--- config.mk ---
export PLATFORM = sky130hd
export DESIGN_NAME = pio_loopback_sequencer
export DESIGN_NICKNAME = d
export VERILOG_FILES = /design/src/rtl/pio_loopback_sequencer_pkg.sv /design/src/rtl/pio_loopback_sequencer_in_sync.sv /design/src/rtl/pio_loopback_sequencer.sv
export SDC_FILE = /design/constraint.sdc
export NUM_CORES = 1
export LEC_CHECK = 0
export ABC_AREA = 1
export CORE_MARGIN = 5
export CORE_UTILIZATION = 45
export CTS_BUF_LIST = sky130_fd_sc_hd__clkbuf_4 sky130_fd_sc_hd__clkbuf_8
export CTS_CLUSTER_DIAMETER = 100
export DETAILED_ROUTE_END_ITERATION = 8
export PLACE_DENSITY = 0.73
export SLEW_MARGIN = 40
export SYNTH_ARGS = -nofsm -noshare
export SYNTH_HDL_FRONTEND = slang
export SYNTH_SLANG_ARGS = --single-unit
export TNS_END_PERCENT = 5
--- constraint.sdc ---
create_clock -name clk -period 4.6 [get_ports clk]
set_input_delay 0.69 -clock clk [delete_from_list [all_inputs] [get_ports clk]]
set_output_delay 0.69 -clock clk [all_outputs]
set_load 0.02 [all_outputs]
--- src/rtl/pio_loopback_sequencer_pkg.sv ---
// Shared types and constants for the PIO loopback self-test blocks.
// Imported by the sequencer and the input synchroniser.
package pio_test_pkg;

    typedef enum logic [1:0] {
        IDLE,
        SETTLE,
        SAMPLE,
        DONE
    } pio_seq_state_t;

    localparam int PIO_SYNC_STAGES = 2;

endpackage

--- src/rtl/pio_loopback_sequencer_in_sync.sv ---
// Multi-bit flop-chain synchroniser for asynchronous PIO input data.
// Each bit is synchronised independently, so there is no cross-bit coherence.
module pio_in_sync
    import pio_test_pkg::*;
#(
    parameter int WIDTH = 10
) (
    input  logic             clk,
    input  logic             rst,
    input  logic [WIDTH-1:0] i_async,
    output logic [WIDTH-1:0] o_sync
);

    logic [WIDTH-1:0] r_stages [PIO_SYNC_STAGES];

    always_ff @(posedge clk or posedge rst) begin
        if (rst) begin
            for (int s = 0; s < PIO_SYNC_STAGES; s++) begin
                r_stages[s] <= '0;
            end
        end else begin
            r_stages[0] <= i_async;
            for (int s = 1; s < PIO_SYNC_STAGES; s++) begin
                r_stages[s] <= r_stages[s-1];
            end
        end
    end

    assign o_sync = r_stages[PIO_SYNC_STAGES-1];

endmodule

--- src/rtl/pio_loopback_sequencer.sv ---
// Walks every PIO in turn, drives 0 then 1 onto it, and checks the synchronised readback.
// Per-pin failures accumulate in fail_mask. pass summarises a sweep that completes normally.
module pio_loopback_sequencer
    import pio_test_pkg::*;
#(
    parameter int NUM_IO        = 10,
    parameter int SETTLE_CYCLES = 4,
    parameter int CNT_W         = 3
) (
    input  logic              clk,
    input  logic              rst,
    input  logic              start,
    input  logic              abort,
    output logic [NUM_IO-1:0] io_t,
    output logic [NUM_IO-1:0] io_o,
    input  logic [NUM_IO-1:0] io_i,
    output logic              busy,
    output logic              done,
    output logic [NUM_IO-1:0] fail_mask,
    output logic              pass
);

    localparam int IDX_W = (NUM_IO > 1) ? $clog2(NUM_IO) : 1;
    localparam logic [CNT_W-1:0] CNT_LOAD = CNT_W'(SETTLE_CYCLES - 1);
    localparam logic [IDX_W-1:0] LAST_PIN = IDX_W'(NUM_IO - 1);

    pio_seq_state_t    r_state;
    pio_seq_state_t    w_next;
    logic [IDX_W-1:0]  r_pin;
    logic              r_phase;
    logic [CNT_W-1:0]  r_cnt;
    logic [NUM_IO-1:0] r_fail;
    logic              r_pass;
    logic [NUM_IO-1:0] w_sync;
    logic              w_last_pin;
    logic              w_accept;

    pio_in_sync #(
        .WIDTH (NUM_IO)
    ) u_in_sync (
        .clk     (clk),
        .rst     (rst),
        .i_async (io_i),
        .o_sync  (w_sync)
    );

    assign w_last_pin = (r_pin == LAST_PIN);
    // If start and abort arrive together, abort wins and the start is dropped.
    assign w_accept   = start & ~abort;

    always_ff @(posedge clk or posedge rst) begin
        if (rst) begin
            r_state <= IDLE;
        end else begin
            r_state <= w_next;
        end
    end

    always_comb begin
        w_next = r_state;
        case (r_state)
            IDLE: begin
                if (w_accept) begin
                    w_next = SETTLE;
                end
            end
            SETTLE: begin
                if (abort) begin
                    w_next = IDLE;
                end else if (r_cnt == '0) begin
                    w_next = SAMPLE;
                end
            end
            SAMPLE: begin
                if (abort) begin
                    w_next = IDLE;
                end else if (r_phase && w_last_pin) begin
                    w_next = DONE;
                end else begin
                    w_next = SETTLE;
                end
            end
            DONE: begin
                w_next = IDLE;
            end
            default: begin
                w_next = IDLE;
            end
        endcase
    end

    // fail bits are sticky within a sweep. Only an accepted start or reset clears them.
    always_ff @(posedge clk or posedge rst) begin
        if (rst) begin
            r_pin   <= '0;
            r_phase <= 1'b0;
            r_cnt   <= '0;
            r_fail  <= '0;
            r_pass  <= 1'b0;
        end else begin
            case (r_state)
                IDLE: begin
                    if (w_accept) begin
                        r_pin   <= '0;
                        r_phase <= 1'b0;
                        r_cnt   <= CNT_LOAD;
                        r_fail  <= '0;
                        r_pass  <= 1'b0;
                    end
                end
                SETTLE: begin
                    if (!abort && r_cnt != '0) begin
                        r_cnt <= r_cnt - CNT_W'(1);
                    end
                end
                SAMPLE: begin
                    if (!abort) begin
                        if (w_sync[r_pin] != r_phase) begin
                            r_fail[r_pin] <= 1'b1;
                        end
                        if (!r_phase) begin
                            r_phase <= 1'b1;
                            r_cnt   <= CNT_LOAD;
                        end else if (!w_last_pin) begin
                            r_pin   <= r_pin + IDX_W'(1);
                            r_phase <= 1'b0;
                            r_cnt   <= CNT_LOAD;
                        end
                    end
                end
                DONE: begin
                    r_pass <= ~|r_fail;
                end
                default: begin
                end
            endcase
        end
    end

    always_comb begin
        io_t = '1;
        io_o = '0;
        busy = 1'b0;
        done = 1'b0;
        case (r_state)
            SETTLE, SAMPLE: begin
                io_t[r_pin] = 1'b0;
                io_o[r_pin] = r_phase;
                busy        = 1'b1;
            end
            DONE: begin
                busy = 1'b1;
                done = 1'b1;
            end
            default: begin
            end
        endcase
    end

    assign fail_mask = r_fail;
    assign pass      = r_pass;

endmodule

[After elaboration in Yosys (flattened, before gate mapping)]
Cells that the tools add are included.
Storage, ports and cells
  register bits after elaboration: 41
  input bits: 14
  output and inout bits: 33
  word-level logic and storage cells: 85
Operators by class
  add/subtract/negate cells: 2
  $lt $le $gt $ge: 2
  equality and inequality tests: 13
  muxes and demuxes: 35
  bitwise logic cells: 5
  reduce and logical (&&, ||, !) cells: 20
Operator list (count)
  10-bit two-way mux: 5
  10-bit one-hot mux with 2 select lines: 1
  4-bit two-way mux: 4
  3-bit two-way mux: 5
  2-bit inequality test, second input constant: 6
  10-bit AND: 1
  2-bit two-way mux: 5
  10-bit NOT: 1
  10-bit bitwise OR: 1
  5-bit AND reduction: 2
  10-bit OR reduction: 1
  3-bit one-hot mux with 3 select lines: 1
  1-bit two-way mux: 8
  2-bit one-hot mux with 4 select lines: 1
  4-bit one-hot mux with 2 select lines: 1
  3-bit inequality test, second input constant: 2
  3-bit nonzero test: 2
  4-bit by 5-bit < comparator with 1-bit output, second input constant: 1
  4-bit by 1-bit adder with 4-bit output, second input constant: 1
  1-bit binary-select mux with 4-bit select: 1
  1-bit demux with 4-bit select: 1
  2-bit equality test, second input constant: 2
  4-bit equality test, second input constant: 1
  4-bit by 1-bit greater-or-equal comparator with 1-bit output, second input constant: 1
  other kinds (16): 22

[Logic depth before layout (Yosys ltp)]
  word-level depth: 8
  mapped depth: 12

[Hierarchy]
Synthesis repeated with hierarchy kept, for this count alone.
Second synthesis, totals
  cell total of the unflattened synthesis: 254
  area total of the unflattened synthesis: 2083.2 sq um
Modules (own cells, without submodules)
  pio_loopback_sequencer: instances 1, cells an instance 223, area each 1503.9 sq um, sequential area each 525.5 sq um
  pio_in_sync: instances 1, cells an instance 31, area each 579.3 sq um, sequential area each 500.5 sq um

[Worst setup path before layout]
Ideal clock, no wire load.
  kind: reg-to-output
  start: reg r_state[1]
  end: out io_o[8]
  data arrival time: 1.586 ns
  required time: 3.910 ns
  slack: 2.324 ns
  cell stages (with the launch flop): 6
  path buffers: 1
  path through: dfrtp_1 > inv_1 > ha_1 > clkbuf_1 > nand3_1 > nor2_1
Between the ends
  word-level cells in the longest chain between the ends: 3
Ends and longest elaborated chain
  start: declaration: line pio_loopback_sequencer.sv:27  | pio_seq_state_t r_state;
  start signal: assignment: line pio_loopback_sequencer.sv:55  | r_state <= w_next;
  2-bit equality test or 2-bit by 1-bit equality test with 1-bit output (tied branches): line pio_loopback_sequencer.sv:145  | case (r_state)
  2-bit OR reduction (*): line pio_loopback_sequencer.sv:145
  10-bit two-way mux (*): line pio_loopback_sequencer.sv:145
  end: declaration: line pio_loopback_sequencer.sv:15  | output logic [NUM_IO-1:0] io_o,
Mark *: on every way between the ends. The rest lies on a longest branch, timed or not.

[Worst setup path after layout]
  start: reg r_pin[0]
  end: out io_o[0]
Between the ends
  word-level cells in the longest chain between the ends: 6
Ends and longest elaborated chain
  start: declaration: line pio_loopback_sequencer.sv:29  | logic [IDX_W-1:0] r_pin;
  start signal: assignment: line pio_loopback_sequencer.sv:125  | r_pin <= r_pin + IDX_W'(1);
  4-bit by 5-bit < comparator with 1-bit output (not written as such) or 4-bit by 1-bit greater-or-equal comparator with 1-bit output (tied branches): line pio_loopback_sequencer.sv:148  | io_o[r_pin] = r_phase;
  1-bit logical AND (not written as such): line pio_loopback_sequencer.sv:148
  1-bit two-way mux (not written as such): line pio_loopback_sequencer.sv:148
  1-bit demux with 4-bit select (*): line pio_loopback_sequencer.sv:148
  10-bit AND (no line) (*)
  10-bit two-way mux (*): line pio_loopback_sequencer.sv:145
Marks and branches as above.

==> flow_summary.json <==
{
  "wl_um": 4220,
  "start_util_pct": 46.7,
  "synth_top_area_share_pct": 49.8,
  "cts_tree": "built",
  "clkSlewWorstSetupHoldPaths_ns": 0.08,
  "arrival_ns": 2.19,
  "grt_util_met3_pct": 4.17,
  "finalSetupTns_ns": 0,
  "cp_max_fo": 9,
  "gr-usage-all-layers_pct": 14.9,
  "busiest_layer": "met2",
  "grt_pass1_vias": 1649,
  "firstDrtPassIters": 4,
  "vias_per_cell": 4.81,
  "rows": 24,
  "status": "complete, no violations",
  "finClkSkew_ns": 0.00476,
  "final.setup.worst_slack_ns": 1.72,
  "htreeDepth": 2,
  "avgSynthCellArea_um2": 8.28,
  "synth.most_common_cell": "nand2_1",
  "hold_viol_final": 0,
  "vdd_drop_max_mv": 0.189,
  "port_buffers": 46,
  "cp_common_cell": "nor2_1",
  "drtAntennaViolNets": 0,
  "cp_data_required_time_ns": 3.91,
  "yosys-top-cells-area": "dfrtp_1 50%, nand2_1 9.8%, ha_1 6.7%, nor2_1 6.6%, inv_1 6.0%",
  "worst_r2r_endpoint": "fail_mask[1]",
  "grt_antenna_before_repair": 0,
  "worst_pin_slew_ns": 0.491,
  "final_area_um2": 2660,
  "finalCritPeriodShare_pct": 62.6,
  "clockRootBuffer": "clkbuf_8",
  "power_leakage_nw": 1.28,
  "cts_made_buffers": 5,
  "crit_slowest_cell": "clkdlybuf4s50_1",
  "core_area_um2": 4410,
  "grt_max_degree": 42,
  "synthTopCellsByCount": "54 x nand2_1, 41 x dfrtp_1, 36 x nor2_1",
  "drcViolationCount": 0,
  "worstPathCellList": "inv_2 > ha_1 > inv_1 > nor2_1 > nand2_1 > nor2_1 > clkdlybuf4s50_1",
  "drive_gt1_share_pct": 9.03,
  "ys_async_sr_fraction_pct": 100,
  "yosys.area.top_type": "dfrtp_1",
  "start_kind": "register",
  "grt-ovfl-total": 0,
  "worstHoldEndpoint": "u_in_sync.o_sync[2]",
  "slew_headroom_pct": 67.0,
  "synth_seq_cells": 41,
  "clock-sinks": 41,
  "drtIter0Drc": 36,
  "wire_per_inst_um": 12.0,
  "worstHoldPathType": "reg2reg",
  "r2r_cells": 9,
  "die_x_um": 77.7,
  "dieArea_um2": 6040,
  "cts_resized": 0,
  "vias": 1687,
  "syn_area_um2": 2060,
  "cap_violations": 0,
  "critPathBufInv": 3,
  "gp_congestion": 0.851,
  "die_h_um": 77.7,
  "ys_types": 25,
  "power_density_nw_per_um2": 476,
  "syn_to_final_growth_pct": 28.9,
  "synth_edf_count": 0,
  "post_dp_cell_area_um2": 2560,
  "crit_path_end_kind": "output port",
  "grtUsageMet1_pct": 16.7,
  "rrSetupSlack_ns": 2.47,
  "max_stage_delay_ns": 0.61,
  "synthesis.nets": 274,
  "grtUsageMet2_pct": 26.0,
  "min-delay-start": "u_in_sync.r_stages[12]",
  "max_freq_mhz": 348,
  "seq_area_frac_synth_pct": 49.8,
  "grt_first_pass_wirelength_um": 7220,
  "setup_viol": 0,
  "postCtsSetupRepairBufs": 0,
  "dp_slack_ns": 2.04,
  "critPathKind": "reg2out",
  "crit_family": "buffers and inverters",
  "whs_path_depth": 0,
  "slew_viol_final": 0,
  "rsz0062_at_grt": "no",
  "holdBufCountCts": 0,
  "clk_latency_ns": 0.29,
  "hpwl_um": 3160,
  "synth_ff_type": "dfrtp_1",
  "synthCells": 249,
  "clk_path_buf_depth": 2,
  "r2r-start": "r_state[0]",
  "n_antenna_cell": 0,
  "io_pins": 47,
  "min_period_ns": 2.88,
  "synth_warnings": 0,
  "nets": 323
}
[state kept, by name (all words and copies together), names as in the netlist]
name / cells
u_in_sync.r_stages: 10
pass: 1
r_cnt: 3
r_pin: 4
fail_mask: 10
r_state: 2
u_in_sync.o_sync: 10
r_phase: 1
[cell type report]
type	instances	area, um2
Clock buffer	5	68.8
Tap cell	52	65.1
Multi-Input combinational cell	165	862
Fill cell	380	1760
Sequential cell	41	1030
Timing Repair Buffer	47	468
Inverter	38	143
Clock inverter	3	25.0
[layer usage]
layer,up-vias,share of wire [%]
met3,7,7.6
met1,755,44
met4,0,2.1
li1,876,-
met2,49,47
met5,-,0
[logic make-up (layout without fill, tap and decap cells)]
group	count (synthesis)	in the layout	synth area share, %
xor+xnor	1	1	0.425
compound gates	27	27	7.40
flops	41	41	49.8
fa+ha+maj	11	11	6.67
simple gates	126	126	27.3
buf+inv	43	93	8.43
[power breakdown]
part / internal, mW / leakage (nW) / switching [mW]
Clock: 0.109 / 0.0447 / 0.131
Combinational: 0.199 / 0.716 / 0.376
Sequential: 0.410 / 0.515 / 0.0394
[worst max-delay path by stage]
stage          startpoint  slack (ns)  cells past startpoint  endpoint
4_1_cts          r_pin[0]        1.70                      7   io_o[0]
3_5_place_dp     r_pin[0]        2.04                      7   io_o[0]
2_1_floorplan  r_state[1]        2.32                      5   io_o[8]
3_3_place_gp     r_pin[0]        2.08                      7   io_o[2]
6_report         r_pin[0]        1.72                      7   io_o[0]
5_1_grt          r_pin[0]        1.55                      7   io_o[0]
[per-stage QoR]
stage / hold WS (ns) / std cells / utilization [%] / power [mW]
detailed placement: 0.335 / 343 / 58.1 / 1.03
CTS: 0.355 / 351 / 60.2 / 1.28
global placement: 0.333 / 343 / 58.1 / 1.02
finish: 0.351 / 351 / 60.2 / 1.27
global route: 0.366 / 351 / 60.2 / 1.37
floorplan: 0.331 / 249 / - / 0.860
[cell usage in the layout (no fill, tap or decap)]
master           netlist  final
o22ai_1                1      1
nand3_1               19     19
nand3_2                4      4
clkinv_4               0      1
nor2_4                 2      2
clkdlybuf4s50_1        0     46
o31ai_1                1      1
o21ai_0               11     11
inv_1                 33     33
ha_1                  11     11
nand2_2                5      5
o21a_1                 4      4
o21ai_2                1      1
inv_6                  0      1
xor2_1                 1      1
inv_2                  5      5
clkinvlp_4             0      1
nand2_1               54     54
nor4_1                 2      2
nand4_1                2      2
nor2_1                36     36
or2_2                  1      1
a21oi_1                9      9
dfrtp_1               41     41
buf_4                  0      1
clkbuf_8               0      5
nor3_1                 1      1
Note: power is estimated with default switching activity, not from simulation.
